<file path="src/rtl/mem_bist_pkg.sv">
// rtl/mem_bist_pkg.sv - March C- BIST shared constants: FSM states, element codes, element table
package mem_bist_pkg;

    localparam logic [1:0] ST_IDLE  = 2'd0;
    localparam logic [1:0] ST_RUN   = 2'd1;
    localparam logic [1:0] ST_DRAIN = 2'd2;
    localparam logic [1:0] ST_DONE  = 2'd3;

    localparam logic [2:0] ELEM_E0 = 3'd0;
    localparam logic [2:0] ELEM_E1 = 3'd1;
    localparam logic [2:0] ELEM_E2 = 3'd2;
    localparam logic [2:0] ELEM_E3 = 3'd3;
    localparam logic [2:0] ELEM_E4 = 3'd4;
    localparam logic [2:0] ELEM_E5 = 3'd5;

    // One March element: address direction and the read/write operations per address.
    // rd_val/wr_val select the background: 0 = PATTERN, 1 = ~PATTERN.
    typedef struct packed {
        logic down;
        logic has_rd;
        logic rd_val;
        logic has_wr;
        logic wr_val;
    } elem_t;

    // Indexed by element code. Bit order per entry: {down, has_rd, rd_val, has_wr, wr_val}.
    // Codes 6 and 7 never occur; they are zero so the table can be indexed by any 3-bit value.
    localparam elem_t [7:0] ELEM_TABLE = {
        5'b00000,   // 7 unused
        5'b00000,   // 6 unused
        5'b01000,   // E5 u(r0)
        5'b11110,   // E4 d(r1,w0)
        5'b11011,   // E3 d(r0,w1)
        5'b01110,   // E2 u(r1,w0)
        5'b01011,   // E1 u(r0,w1)
        5'b00010    // E0 u(w0)
    };

endpackage

</file>
<file path="src/rtl/mem_bist_cmp.sv">
// rtl/mem_bist_cmp.sv - read-compare pipeline, saturating error counter, first-failure capture
//
// Ports:
//   clk, arst_n              clock, asynchronous active-low reset
//   clear                    zero the counter and capture registers (accepted start)
//   rd_en/rd_addr/rd_elem    read issued this cycle and its address / March element
//   rd_exp                   value the issued read must return
//   rd_data                  memory data, valid the cycle after rd_en
//   err_count                saturating mismatch count
//   fail_addr/elem/syndrome  first mismatch diagnostics, held until clear
//   any_err                  a mismatch has been counted or is being counted this cycle
module mem_bist_cmp #(
    parameter int ABITS = 8,
    parameter int WIDTH = 32,
    parameter int CNT_W = 16
) (
    input  logic             clk,
    input  logic             arst_n,
    input  logic             clear,
    input  logic             rd_en,
    input  logic [ABITS-1:0] rd_addr,
    input  logic [2:0]       rd_elem,
    input  logic [WIDTH-1:0] rd_exp,
    input  logic [WIDTH-1:0] rd_data,
    output logic [CNT_W-1:0] err_count,
    output logic [ABITS-1:0] fail_addr,
    output logic [2:0]       fail_elem,
    output logic [WIDTH-1:0] fail_syndrome,
    output logic             any_err
);

    logic             p_valid;
    logic [ABITS-1:0] p_addr;
    logic [2:0]       p_elem;
    logic [WIDTH-1:0] p_exp;
    logic [WIDTH-1:0] syndrome;
    logic             mismatch;

    assign syndrome = rd_data ^ p_exp;
    assign mismatch = p_valid && (syndrome != '0);
    // Includes the compare in flight so the final DRAIN compare is reflected in pass.
    assign any_err  = (err_count != '0) || mismatch;

    always_ff @(posedge clk or negedge arst_n) begin
        if (!arst_n) begin
            p_valid       <= 1'b0;
            p_addr        <= '0;
            p_elem        <= '0;
            p_exp         <= '0;
            err_count     <= '0;
            fail_addr     <= '0;
            fail_elem     <= '0;
            fail_syndrome <= '0;
        end else begin
            p_valid <= rd_en;
            if (rd_en) begin
                p_addr <= rd_addr;
                p_elem <= rd_elem;
                p_exp  <= rd_exp;
            end
            if (clear) begin
                err_count     <= '0;
                fail_addr     <= '0;
                fail_elem     <= '0;
                fail_syndrome <= '0;
            end else if (mismatch) begin
                if (err_count != '1) begin
                    err_count <= err_count + CNT_W'(1);
                end
                // A zero count means nothing has been captured since the last clear.
                if (err_count == '0) begin
                    fail_addr     <= p_addr;
                    fail_elem     <= p_elem;
                    fail_syndrome <= syndrome;
                end
            end
        end
    end

endmodule

</file>
<file path="src/rtl/mem_march_bist.sv">
// rtl/mem_march_bist.sv - March C- memory BIST controller driving one read and one write port
//
// Ports:
//   clk, arst_n                 clock, asynchronous active-low reset
//   start                       begin a test (sampled in IDLE only)
//   busy, done, pass            status: running, one-cycle completion, no-mismatch result
//   err_count, fail_*           mismatch count and first-mismatch diagnostics
//   mem_rd_en/addr/data         memory read port (data one cycle after enable)
//   mem_wr_en/addr/data/be      memory write port (byte enables always all-ones)
module mem_march_bist
    import mem_bist_pkg::*;
#(
    parameter int               SIZE    = 256,
    parameter int               ABITS   = 8,
    parameter int               WIDTH   = 32,
    parameter logic [WIDTH-1:0] PATTERN = '0,
    parameter int               CNT_W   = 16
) (
    input  logic             clk,
    input  logic             arst_n,
    input  logic             start,
    output logic             busy,
    output logic             done,
    output logic             pass,
    output logic [CNT_W-1:0] err_count,
    output logic [ABITS-1:0] fail_addr,
    output logic [2:0]       fail_elem,
    output logic [WIDTH-1:0] fail_syndrome,
    output logic             mem_rd_en,
    output logic [ABITS-1:0] mem_rd_addr,
    input  logic [WIDTH-1:0] mem_rd_data,
    output logic             mem_wr_en,
    output logic [ABITS-1:0] mem_wr_addr,
    output logic [WIDTH-1:0] mem_wr_data,
    output logic [WIDTH-1:0] mem_wr_be
);

    localparam logic [ABITS-1:0] LAST_ADDR = ABITS'(SIZE - 1);

    logic [1:0]       state;
    logic [2:0]       elem;
    logic [ABITS-1:0] addr;
    logic             phase;     // 0 = read slot, 1 = write slot of a read-write element
    elem_t            cur;
    logic             run;
    logic             last_op;
    logic             at_end;
    logic             next_down;
    logic             any_err;
    logic [WIDTH-1:0] rd_exp;

    assign cur       = ELEM_TABLE[elem];
    assign next_down = ELEM_TABLE[elem + 3'd1].down;
    assign run       = (state == ST_RUN);
    assign last_op   = !(cur.has_rd && cur.has_wr) || phase;
    assign at_end    = cur.down ? (addr == '0) : (addr == LAST_ADDR);

    // All port outputs decode from registered state, so a reset drops them at once.
    assign busy        = run || (state == ST_DRAIN);
    assign done        = (state == ST_DONE);
    assign mem_rd_en   = run && cur.has_rd && !phase;
    assign mem_wr_en   = run && cur.has_wr && (phase || !cur.has_rd);
    assign mem_rd_addr = addr;
    assign mem_wr_addr = addr;
    assign mem_wr_data = cur.wr_val ? ~PATTERN : PATTERN;
    assign mem_wr_be   = '1;
    assign rd_exp      = cur.rd_val ? ~PATTERN : PATTERN;

    always_ff @(posedge clk or negedge arst_n) begin
        if (!arst_n) begin
            state <= ST_IDLE;
            elem  <= ELEM_E0;
            addr  <= '0;
            phase <= 1'b0;
            pass  <= 1'b0;
        end else begin
            case (state)
                ST_IDLE: begin
                    if (start) begin
                        state <= ST_RUN;
                        elem  <= ELEM_E0;
                        addr  <= '0;
                        phase <= 1'b0;
                        pass  <= 1'b0;
                    end
                end
                ST_RUN: begin
                    if (!last_op) begin
                        phase <= 1'b1;
                    end else begin
                        phase <= 1'b0;
                        if (!at_end) begin
                            addr <= cur.down ? addr - ABITS'(1) : addr + ABITS'(1);
                        end else if (elem == ELEM_E5) begin
                            state <= ST_DRAIN;
                        end else begin
                            // Next element starts immediately, from its own end of the range.
                            elem <= elem + 3'd1;
                            addr <= next_down ? LAST_ADDR : '0;
                        end
                    end
                end
                ST_DRAIN: begin
                    state <= ST_DONE;
                    pass  <= !any_err;
                end
                default: begin
                    state <= ST_IDLE;
                end
            endcase
        end
    end

    mem_bist_cmp #(
        .ABITS (ABITS),
        .WIDTH (WIDTH),
        .CNT_W (CNT_W)
    ) u_cmp (
        .clk           (clk),
        .arst_n        (arst_n),
        .clear         ((state == ST_IDLE) && start),
        .rd_en         (mem_rd_en),
        .rd_addr       (addr),
        .rd_elem       (elem),
        .rd_exp        (rd_exp),
        .rd_data       (mem_rd_data),
        .err_count     (err_count),
        .fail_addr     (fail_addr),
        .fail_elem     (fail_elem),
        .fail_syndrome (fail_syndrome),
        .any_err       (any_err)
    );

endmodule

</file>
<file path="config.mk">
export PLATFORM = sky130hd
export DESIGN_NAME = mem_march_bist
export DESIGN_NICKNAME = d
export VERILOG_FILES = /design/src/rtl/mem_bist_pkg.sv /design/src/rtl/mem_bist_cmp.sv /design/src/rtl/mem_march_bist.sv
export SDC_FILE = /design/constraint.sdc
export NUM_CORES = 1
export LEC_CHECK = 0
export ABC_AREA = 1
export ABC_CLOCK_PERIOD_IN_PS = 3200
export CAP_MARGIN = 20
export CORE_MARGIN = 3
export CORE_UTILIZATION = 40
export CTS_BUF_LIST = sky130_fd_sc_hd__clkbuf_4
export DETAILED_ROUTE_END_ITERATION = 8
export GPL_ROUTABILITY_DRIVEN = 0
export PLACE_DENSITY = 0.77
export SETUP_SLACK_MARGIN = 0.5
export SLEW_MARGIN = 20
export SYNTH_ARGS = -nofsm -noshare
export SYNTH_HDL_FRONTEND = slang
export SYNTH_SLANG_ARGS = --single-unit
</file>
<file path="constraint.sdc">
create_clock -name clk -period 3.2 [get_ports clk]
set_clock_uncertainty 0.05 [all_clocks]
set_input_delay 0.64 -clock clk [delete_from_list [all_inputs] [get_ports clk]]
set_output_delay 0.64 -clock clk [all_outputs]
set_load 0.005 [all_outputs]
</file>
==> PnR_summary.wiki <==
{| class="wikitable"
! Metric !! Value
|-
| Run status || complete, no violations
|-
| Synth top area share || 37.0%
|-
| Total cell area at the placement stage || 0.00701 mm^2
|-
| Maximum VDD drop || 171 uV
|-
| Count of max-cap constraint violations || 0
|-
| Worst slew pin tran || 0.673 ns
|-
| Leakage dissipation || 0.00359 uW
|-
| Starting density of the core || 41.6%
|-
| Critical Path Start || elem[0]
|-
| Time the worst path needs with I/O delays and setup || 2.54 ns
|-
| Int Pwr || 2220 uW
|-
| Final layout net count || 986
|-
| Number of standard cells after synthesis || 836
|-
| Buffer levels on the longest clock path || 2
|-
| Data required time of the worst path || 2.51 ns
|-
| Combined flip-flop and latch cell area || 0.00218 mm^2
|-
| Syn Std Cell Area || 0.00588 mm^2
|-
| Final cell count without fillers || 1116
|-
| Clk network pwr share || 15.8%
|-
| Final routed wire length divided by cell count || 13.0 um
|-
| Sequential Power Share || 41.6%
|-
| Starting DRC count in detailed routing || 383
|-
| Arrival time at the worst endpoint || 1.85 ns
|-
| Critical register-to-register path startpoint || u_cmp.p_exp[30]
|-
| Maximum clock frequency || 0.394 GHz
|-
| Total negative setup slack || 0 ns
|-
| First-pass GRT wire length || 23.6 mm
|-
| Leading post-synthesis cells by cell area || sky130_fd_sc_hd__dfrtp_1 37%, sky130_fd_sc_hd__nand2_1 19%, sky130_fd_sc_hd__buf_4 9.8%
|-
| Critical path endpoint category || output port
|-
| Worst-case setup margin in the final layout || 0.662 ns
|-
| Latest clock arrival within the worst-skew pair || 0.43 ns
|-
| Number of antenna-violating nets in the routed design || 0
|-
| Clock transition at the register clock pins on the worst setup and hold paths after CTS || 0.15 ns
|-
| Mean cell area of the mapped netlist || 7.03 um^2
|-
| Count of hold buffers inserted by post-cts repair || 0
|-
| Core box area || 0.0141 mm^2
|-
| Post-synthesis to final-layout area growth || 22.1%
|-
| Via count || 5245
|-
| FP Rows || 43
|-
| Die boundary width || 127 um
|-
| Layout fillers || 1405
|-
| Seq cells post-synth || 87
|-
| Maximum level of the CTS H-tree || 3
|-
| Placed wire-length estimate || 10.1 mm
|-
| Logic gate share of total power || 42.6%
|-
| Sw frac || 38.2%
|-
| I/O pins || 179
|-
| Global routing usage summed across all routing layers || 17.6%
|-
| Clock net sink count || 87
|-
| Number of enable flip-flop cells after synthesis || 0
|-
| Number of global-route vias before repair || 4771
|-
| Leading cell types by count after synthesis || 290 x sky130_fd_sc_hd__nand2_1, 87 x sky130_fd_sc_hd__dfrtp_1, 84 x sky130_fd_sc_hd__nor2_1, 78 x sky130_fd_sc_hd__nand3_1, 77 x sky130_fd_sc_hd__buf_4
|-
| Register area share after synthesis || 37.0%
|-
| Antenna Diode Count || 0
|-
| Power density over the cells || 499 mW/mm^2
|-
| Post-route design area || 0.00718 mm^2
|-
| Dominant cell by count in the synthesized netlist || sky130_fd_sc_hd__nand2_1
|-
| Leading area contributor after synthesis || sky130_fd_sc_hd__dfrtp_1
|-
| Type of element launching the critical path || register
|-
| Final wirelength || 14.5 mm
|-
| Number of detailed-route iterations in the first pass || 4
|-
| Worst hold slack after final layout || 0.0982 ns
|-
| Via-per-instance ratio || 4.70
|-
| Critical path fanouts, max || 6
|-
| Drt drc || 0
|-
| Area occupied by multi-input gates || 0.00281 mm^2
|-
| Rel. slew slack || 54.8%
|-
| Reg2reg path depth || 11
|-
| Overall overflow remaining after global route || 0
|-
| Final setup fails || 0
|-
| Number of cells after detailed placement || 1096
|-
| Final cycle utilization of the critical path || 79.3%
|-
| Psw || 1370 uW
|-
| Ratio of cells with drive above 1 in the final layout || 5.34%
|-
| Most frequently used flop master after synthesis || sky130_fd_sc_hd__dfrtp_1
|-
| Pin count of the biggest net entering global routing || 58
|-
| Hold Vio Cnt, Final || 0
|-
| Die area || 0.0162 mm^2
|-
| Final number of max-transition violations || 0
|-
| Clock tree from TritonCTS || built
|-
| Synth unique cells || 37
|-
| Post-Place Setup Slack || 0.537 ns
|-
| Buffer type at the clock tree root || sky130_fd_sc_hd__clkbuf_4
|-
| Hold WC Path Type || input pin to async pin
|-
| Inserted Clock Buffers || 9
|-
| Setup repair after global routing missed its margin || no
|-
| Type of the worst setup path || register to output port
|-
| Syn. warnings || 0
|-
| Chip Height || 127 um
|-
| Share of async-settable or async-resettable flops after synthesis || 100%
|-
| Count of input and output buffers || 146
|-
| Antenna violations before repair || 0
|}
## placed cells by master, fill, tap and decap left out, types with 3 or more instances in the layout
cell type and instances:
sky130_fd_sc_hd__o21ai_0 29, sky130_fd_sc_hd__dfrtp_1 85, sky130_fd_sc_hd__nand2_2 3, sky130_fd_sc_hd__nor3_1 9, sky130_fd_sc_hd__ha_1 18, sky130_fd_sc_hd__nand2_1 289, sky130_fd_sc_hd__inv_1 69, sky130_fd_sc_hd__xnor2_1 8
sky130_fd_sc_hd__inv_2 4, sky130_fd_sc_hd__nor2_1 84, sky130_fd_sc_hd__a21oi_1 14, sky130_fd_sc_hd__nand4_1 6, sky130_fd_sc_hd__conb_1 32, sky130_fd_sc_hd__clkbuf_4 9, sky130_fd_sc_hd__nand3_1 78, sky130_fd_sc_hd__buf_4 11
sky130_fd_sc_hd__clkinvlp_4 3, sky130_fd_sc_hd__nor2_2 3, sky130_fd_sc_hd__xor2_1 5, sky130_fd_sc_hd__clkdlybuf4s50_1 143
## power groups by stage
stage / sequential (uW) / combinational (uW) / clock, uW
global route: 1520 / 1720 / 625
finish: 1490 / 1530 / 566
CTS: 1490 / 1550 / 584
detailed placement: 1510 / 1520 / 0
floorplan: 1500 / 837 / 0
global placement: 1510 / 1500 / 0
## layout make-up
class	instances	share of cell area (%)
multi-input combinational	600	39.1
sequential	87	30.4
timing repair buffer	158	21.8
inverter	75	3.99
tap	180	3.14
clock buffer	9	0.941
clock inverter	7	0.662
## metrics by stage
| step | util (%) | power (uW) |
|---|---|---|
| floorplan | - | 2340 |
| finish | 50.7 | 3590 |
| CTS | 50.7 | 3620 |
| global placement | 49.5 | 3010 |
| global route | 50.7 | 3870 |
| detailed placement | 49.5 | 3030 |
## path summary, 6_finish.rpt
path | end | slack [ns]
max | mem_rd_en | 0.66
min | u_cmp.fail_syndrome[23] | 0.1
max reg2reg | u_cmp.fail_addr[5] | 0.80
min reg2reg | u_cmp.p_elem[1] | 0.46
max in group asynchronous | elem[2] | 2.33
min in group clk | u_cmp.p_elem[1] | 0.46
## sequential cells by signal, summed over array words and instances (netlist names)
| name | flops |
|---|---|
| u_cmp.p_addr | 8 |
| u_cmp.fail_addr | 8 |
| u_cmp.p_exp | 1 |
| u_cmp.fail_syndrome | 32 |
| u_cmp.p_valid | 1 |
| mem_rd_addr | 8 |
| phase | 1 |
| elem | 3 |
| u_cmp.fail_elem | 3 |
| state | 2 |
| u_cmp.p_elem | 3 |
| pass | 1 |
| u_cmp.err_count | 16 |
## logic make-up after synthesis
group,Yosys count,share of synthesized area [%]
AND/OR/NAND/NOR,483,34.3
other,1,0.0638
adder cells (fa/ha/maj),20,4.38
XOR/XNOR,13,1.94
buffers and inverters,180,17.5
flip-flops,87,37.0
AO/OA/AOI/OAI,52,4.79
## timing repair
action	4_1_cts	5_1_grt
setup endpoints to repair	34	60
pin swaps	2	0
buffers inserted	4	0
resized for setup	10	4
## worst max-delay path, stage by stage (launching register included)
cell	delay [ns]
sky130_fd_sc_hd__dfrtp_1	0.38
sky130_fd_sc_hd__inv_2	0.07
sky130_fd_sc_hd__ha_1	0.19
sky130_fd_sc_hd__nand2_1	0.05
sky130_fd_sc_hd__o21ai_0	0.07
sky130_fd_sc_hd__nor2_1	0.21
sky130_fd_sc_hd__nand2_1	0.14
sky130_fd_sc_hd__inv_4	0.08
sky130_fd_sc_hd__dlygate4sd2_1	0.23
## routing by layer
| layer | part of all wire [%] | track usage, % |
|---|---|---|
| met1 | 47 | 24.2 |
| met5 | 0 | 0 |
| met4 | 0.77 | 4.73 |
| met3 | 4.1 | 2.63 |
| met2 | 48 | 29.0 |
(Power assumes the default switching activity.)
